[src/rtl/zaf_pkg.sv]
// Shared ZAFx32 constants: datapath widths, architectural register indices
// and the write-register-select codes used upstream of the register bank.
package zaf_pkg;

    localparam int DATA_W = 32;
    localparam int ADDR_W = 5;

    localparam int REG_ZERO = 0;
    localparam int REG_RA   = 31;

    typedef enum logic [1:0] {
        WSEL_RT = 2'b00,
        WSEL_RD = 2'b01,
        WSEL_RA = 2'b10
    } wsel_t;

    // Index 0 is hardwired zero, so it is never a real write or issue target.
    function automatic logic is_live_idx(input logic [ADDR_W-1:0] idx);
        return idx != ADDR_W'(REG_ZERO);
    endfunction

endpackage

[src/rtl/reg_scoreboard.sv]
// Per-register busy scoreboard for the ZAFx32 register bank: tracks in-flight
// producers, reports read-port hazards and keeps a count of pending registers.
module reg_scoreboard #(
    parameter int ADDR_W = zaf_pkg::ADDR_W,
    parameter int NREG   = 2 ** ADDR_W
) (
    input  logic              clk,
    input  logic              rst,
    input  logic              iss_en,
    input  logic [ADDR_W-1:0] iss_dst,
    input  logic              wr_en,
    input  logic [ADDR_W-1:0] wr_addr,
    input  logic [ADDR_W-1:0] rd_addr_a,
    input  logic [ADDR_W-1:0] rd_addr_b,
    output logic              busy_a,
    output logic              busy_b,
    output logic              stall,
    output logic [ADDR_W:0]   pend_cnt
);
    import zaf_pkg::*;

    logic [NREG-1:1] busy_q;
    logic [NREG-1:0] busy_v;
    logic [ADDR_W:0] pend_q;
    logic            iss_hit;
    logic            wr_hit;
    logic            cnt_inc;
    logic            cnt_dec;

    assign busy_v  = {busy_q, 1'b0};
    assign iss_hit = iss_en && (iss_dst != ADDR_W'(REG_ZERO));
    assign wr_hit  = wr_en && (wr_addr != ADDR_W'(REG_ZERO));

    // A write that lands on the register being re-issued this cycle clears
    // nothing: the newer producer keeps it busy, so neither count edge fires.
    assign cnt_inc = iss_hit && !busy_v[iss_dst];
    assign cnt_dec = wr_hit && busy_v[wr_addr] && !(iss_hit && (iss_dst == wr_addr));

    always_ff @(posedge clk) begin
        if (rst) begin
            busy_q <= '0;
            pend_q <= '0;
        end else begin
            for (int i = 1; i < NREG; i++) begin
                if (iss_hit && (iss_dst == ADDR_W'(i))) begin
                    busy_q[i] <= 1'b1;
                end else if (wr_hit && (wr_addr == ADDR_W'(i))) begin
                    busy_q[i] <= 1'b0;
                end
            end
            case ({cnt_inc, cnt_dec})
                2'b10:   pend_q <= pend_q + (ADDR_W+1)'(1);
                2'b01:   pend_q <= pend_q - (ADDR_W+1)'(1);
                default: pend_q <= pend_q;
            endcase
        end
    end

    // The value being written back this cycle is bypassed to decode, so it must not stall.
    assign busy_a   = busy_v[rd_addr_a] && !(wr_hit && (wr_addr == rd_addr_a));
    assign busy_b   = busy_v[rd_addr_b] && !(wr_hit && (wr_addr == rd_addr_b));
    assign stall    = busy_a || busy_b;
    assign pend_cnt = pend_q;

endmodule

[src/rtl/reg_bank.sv]
// ZAFx32 general-purpose register bank: two combinational read ports with
// write-through bypass, one write-back port, and a busy scoreboard for decode.
module reg_bank #(
    parameter int DATA_W = zaf_pkg::DATA_W,
    parameter int ADDR_W = zaf_pkg::ADDR_W,
    parameter int NREG   = 2 ** ADDR_W
) (
    input  logic              clk,
    input  logic              rst,
    input  logic [ADDR_W-1:0] rd_addr_a,
    input  logic [ADDR_W-1:0] rd_addr_b,
    output logic [DATA_W-1:0] rd_data_a,
    output logic [DATA_W-1:0] rd_data_b,
    input  logic              wr_en,
    input  logic [ADDR_W-1:0] wr_addr,
    input  logic [DATA_W-1:0] wr_data,
    input  logic              iss_en,
    input  logic [ADDR_W-1:0] iss_dst,
    output logic              busy_a,
    output logic              busy_b,
    output logic              stall,
    output logic [ADDR_W:0]   pend_cnt
);
    import zaf_pkg::*;

    logic [DATA_W-1:0] regs [NREG];
    logic              wr_live;

    assign wr_live = wr_en && (wr_addr != ADDR_W'(REG_ZERO));

    // Entry 0 is cleared by reset and never written, but reads of index 0 are
    // forced to zero in the mux regardless.
    always_ff @(posedge clk) begin
        if (rst) begin
            for (int i = 0; i < NREG; i++) begin
                regs[i] <= '0;
            end
        end else if (wr_live) begin
            regs[wr_addr] <= wr_data;
        end
    end

    always_comb begin
        rd_data_a = regs[rd_addr_a];
        if (rd_addr_a == ADDR_W'(REG_ZERO)) begin
            rd_data_a = '0;
        end else if (wr_en && (wr_addr == rd_addr_a)) begin
            rd_data_a = wr_data;
        end
    end

    always_comb begin
        rd_data_b = regs[rd_addr_b];
        if (rd_addr_b == ADDR_W'(REG_ZERO)) begin
            rd_data_b = '0;
        end else if (wr_en && (wr_addr == rd_addr_b)) begin
            rd_data_b = wr_data;
        end
    end

    reg_scoreboard #(
        .ADDR_W (ADDR_W),
        .NREG   (NREG)
    ) u_scoreboard (
        .clk       (clk),
        .rst       (rst),
        .iss_en    (iss_en),
        .iss_dst   (iss_dst),
        .wr_en     (wr_en),
        .wr_addr   (wr_addr),
        .rd_addr_a (rd_addr_a),
        .rd_addr_b (rd_addr_b),
        .busy_a    (busy_a),
        .busy_b    (busy_b),
        .stall     (stall),
        .pend_cnt  (pend_cnt)
    );

endmodule

[config.mk]
export PLATFORM = sky130hd
export DESIGN_NAME = reg_bank
export DESIGN_NICKNAME = d
export VERILOG_FILES = /design/src/rtl/zaf_pkg.sv /design/src/rtl/reg_scoreboard.sv /design/src/rtl/reg_bank.sv
export SDC_FILE = /design/constraint.sdc
export NUM_CORES = 2
export LEC_CHECK = 0
export ABC_CLOCK_PERIOD_IN_PS = 11400
export BUFFER_PORTS_ARGS = -buffer_cell sky130_fd_sc_hd__buf_4
export CORE_ASPECT_RATIO = 0.8
export CORE_MARGIN = 10
export CORE_UTILIZATION = 40
export DETAILED_ROUTE_END_ITERATION = 8
export GPL_TIMING_DRIVEN = 0
export HOLD_SLACK_MARGIN = 0.12
export PLACE_DENSITY_LB_ADDON = 0.1
export SLEW_MARGIN = 20
export SYNTH_ARGS = -nofsm -noshare
export SYNTH_HDL_FRONTEND = slang
export SYNTH_SLANG_ARGS = --single-unit
[constraint.sdc]
create_clock -name clk -period 11.4 [get_ports clk]
set_input_delay 3.42 -clock clk [delete_from_list [all_inputs] [get_ports clk]]
set_output_delay 3.42 -clock clk [all_outputs]
set_load 0.02 [all_outputs]
==> impl_results.md <==
- Syn Area/Cell: 14.37 µm²
- EDFF count, synth: 1024
- Commonest non-fill, non-tap cell in the layout: edfxtp_1
- Final hold slack: 0.4986 ns
- Layout cell share with drive strength beyond 1: 23.24%
- Fillers: roughly 13000
- Pre-CTS setup slack: 0.6067 ns
- Final WL: just under 300000 µm
- CP top delay family: buffers and inverters
- Die W: 445.1 µm
- DRT iter0 DRCs: 7577
- Commonest register cell after synthesis: edfxtp_1
- Pre-antenna DRT Iters: 8
- Status: complete, no violations
- First-pass GRT wire length: 385400 µm
- Starting Density: 40.38%
- Top post-synthesis cells by area: edfxtp_1 53%, mux4_2 19%, and2_1 11%, mux2i_1 2.1%, clkbuf_1 1.8%
- Synth Cell Area: 57830 µm²
- CP Buf/Inv Count: 4
- Post-CTS Hold Buffers: 0
- Vias in the first global route: 40798
- Register area share after synthesis: ~54%
- TritonCTS clock tree: yes
- Io pins: 129
- Setup ws final: 0.2097 ns
- Num CTS Buffers: 116
- Comb pwr share: 15.9%
- Endpoint class of the critical path: output port
- Final Non-Filler Cells: 6331
- CP arrival: 7.77 ns
- Later-pin clock latency in the skew report: roughly 0.79 ns
- Congestion Overflow GR: 0
- Static Leak: 22.70 nW
- P&R area growth vs syn: 14.06%
- CTS resizes: 0
- Sw Share: 29.08%
- R2r setup slk: between 7 and 8 ns
- Synth cell types: 72
- H-tree Lvls: 3
- CP Class: in -> out
- Number of max-cap violations: 0
- Clk pwr share: 38.3%
- Pwr Total: 10.07 mW
- Final core occ: 46.06%
- Unrepaired setup endpoints after global routing: no
- Post-DR wirelength/cell: 46.90 µm
- Slew Limit Headroom: 1.265%
- Syn Inst Count: between 4000 and 5000
- Worst-margin pin slew: between 1 and 1.5 ns
- Seq pwr share: a little under half
- Synthesis-stage register bit count: 1061
- Post CTS Setup Buffer Count: 0
- Crit path time final: 11.19 ns
- VDD IR max: 0.1279 mV
- Vias/cell: 6.763
- Antenna violation net count after detailed routing: 0
- Psw: 2.927 mW
- Synth warnings: 0
- Root Buffer: clkbuf_16
- DR DRC count: 0
- Fmax achieved: 89.36 MHz
- Sink Count: about 1100
- Setup crit start kind: primary input
- Layout Skew: 0.006785 ns
- Worst path max stage delay: 0.81 ns
- HP Class: reg -> reg
- Placeable Area: 143200 µm²
- Final net count: 4384
- Dpl cells: 6093
- CP Max Fanout: 10
- Top cell type's share of synthesized area: 53.17%
- Clk slew on worst S/H paths: 0.06 ns
- Crit-path slowest cell: nor2_1
- Antenna violations before repair: 26
- Multi-input combinational cell area: 24510 µm²
- Synth area leader: edfxtp_1
- Placer Congestion: 1.031
- Worst-path cell chain: clkbuf_1, buf_2, clkbuf_2, nand2_1, nor2_1, a221oi_1, a31oi_1, buf_4
- Power density over cell area: 152.6 nW/µm²
- Die Area: approximately 160000 µm²
- Reg area: 31490 µm²
- Via count: 42816
- Die Ht: 360.1 µm
- Fin. max-slew vios: 0
- Final setup viols: 0
- Req. time, crit path: 7.98 ns
- Total GRT Usage: a little over a third
- Tcrit/Tclk final: 98.16%
- Most frequent cells in the layout: 1024 x edfxtp_1, 997 x and2_1, 490 x mux4_2
- Num rows: 124
- Internal power: 7.138 mW
- FFs w/ async S/R, synth: 0%
- HPWL after DPL: between 200000 and 250000 µm
- Max clock buf depth: 3
- Final Hold Vio Count: 0
- Largest net degree at the start of global routing: 34
- IO Port Bufs: 115
==> cell type report <==
| class | count | share of cell area (%) |
|---|---|---|
| antenna | 22 | 0.08347 |
| buffer | 418 | 3.221 |
| clock buffer | 137 | 4.585 |
| clock inverter | 78 | 0.9978 |
| inverter | 42 | 0.2390 |
| multi-input combinational | 2534 | 37.16 |
| sequential | 1061 | 47.74 |
| tap | 1890 | 3.585 |
| timing repair buffer | 149 | 2.383 |
==> Yosys cell counts, types with 6 or more instances <==
| library cell | instances |
|---|---|
| o2111a_1 | 19 |
| a21o_1 | 30 |
| edfxtp_1 | 1024 |
| inv_1 | 41 |
| or2_2 | 6 |
| a221o_1 | 6 |
| clkbuf_2 | 9 |
| buf_4 | 19 |
| a221oi_1 | 48 |
| nor2b_1 | 21 |
| nor3_1 | 28 |
| a31oi_1 | 16 |
| nand2_1 | 86 |
| nand2b_1 | 24 |
| o21ai_0 | 91 |
| mux2i_1 | 121 |
| xor2_1 | 7 |
| nor2_1 | 119 |
| xnor2_1 | 10 |
| and2_1 | 997 |
| buf_8 | 7 |
| dfxtp_1 | 37 |
| nand3_1 | 27 |
| o22ai_1 | 115 |
| mux2_2 | 9 |
| a22o_1 | 21 |
| buf_1 | 11 |
| o21ai_1 | 6 |
| mux4_2 | 490 |
| buf_6 | 25 |
| clkbuf_1 | 283 |
| a21oi_1 | 29 |
| a22oi_1 | 101 |
| buf_2 | 59 |
==> through the flow <==
step / area, µm² / setup TNS (ns)
floorplan: 57950 / 0
global placement: 61170 / -0.6396
detailed placement: 62190 / 0
CTS: 65880 / 0
global route: 65910 / 0
finish: 65960 / 0
==> final timing paths <==
path                                          startpoint                       end  cells after the start
worst max register to register   u_scoreboard.busy_q[27]  u_scoreboard.pend_cnt[4]                     11
worst max-delay path                        rd_addr_a[4]             rd_data_a[16]                      8
worst min register to register  u_scoreboard.pend_cnt[4]  u_scoreboard.pend_cnt[4]                      2
worst min-delay path            u_scoreboard.pend_cnt[4]  u_scoreboard.pend_cnt[4]                      2
==> routing by layer <==
metal | wire [µm] | up-vias | global-route usage (%)
li1 | - | 16143 | -
met1 | 112500 | 22351 | 47.22
met2 | 119400 | 3496 | 49.47
met3 | 39970 | 812 | 13.62
met4 | 24860 | 14 | 23.85
met5 | 164 | - | 0.3892
==> kinds of logic (layout without fill, tap and decap cells) <==
group           Yosys count  after routing  synth area share [%]
compound gates          520            520                 6.311
simple gates           1337           1337                 13.53
buf+inv                 460            824                 3.858
flops                  1061           1061                 54.45
fa+ha+maj                 6              6                0.1428
mux                     622            622                 21.44
other cells               1             54              0.006485
xor+xnor                 17             17                0.2575
==> worst reg2reg max path, cell delays in order (launching register included) <==
cell	delay, ns
dfxtp_1	0.39
mux4_2	0.51
mux4_2	0.48
mux2i_1	0.16
nor3_1	0.11
ha_1	0.32
ha_1	0.34
nor2b_1	0.16
o21a_1	0.17
o21ai_0	0.14
or3b_2	0.45
a21oi_1	0.14
==> registers in the layout, indices dropped and copies added (netlist names) <==
name and cells:
regs 1024, u_scoreboard.busy_q 31, u_scoreboard.pend_cnt 6
==> power by group through the flow <==
stage	clock network (mW)	registers (mW)	logic (mW)
final	3.86	4.60	1.61
after global routing	3.98	4.62	1.60
after CTS	3.83	4.60	1.55
after detailed placement	0	4.68	1.54
after global placement	0	4.68	1.50
after floorplan	0	4.63	0.786
No activity file was read; power rests on OpenSTA's default activity.
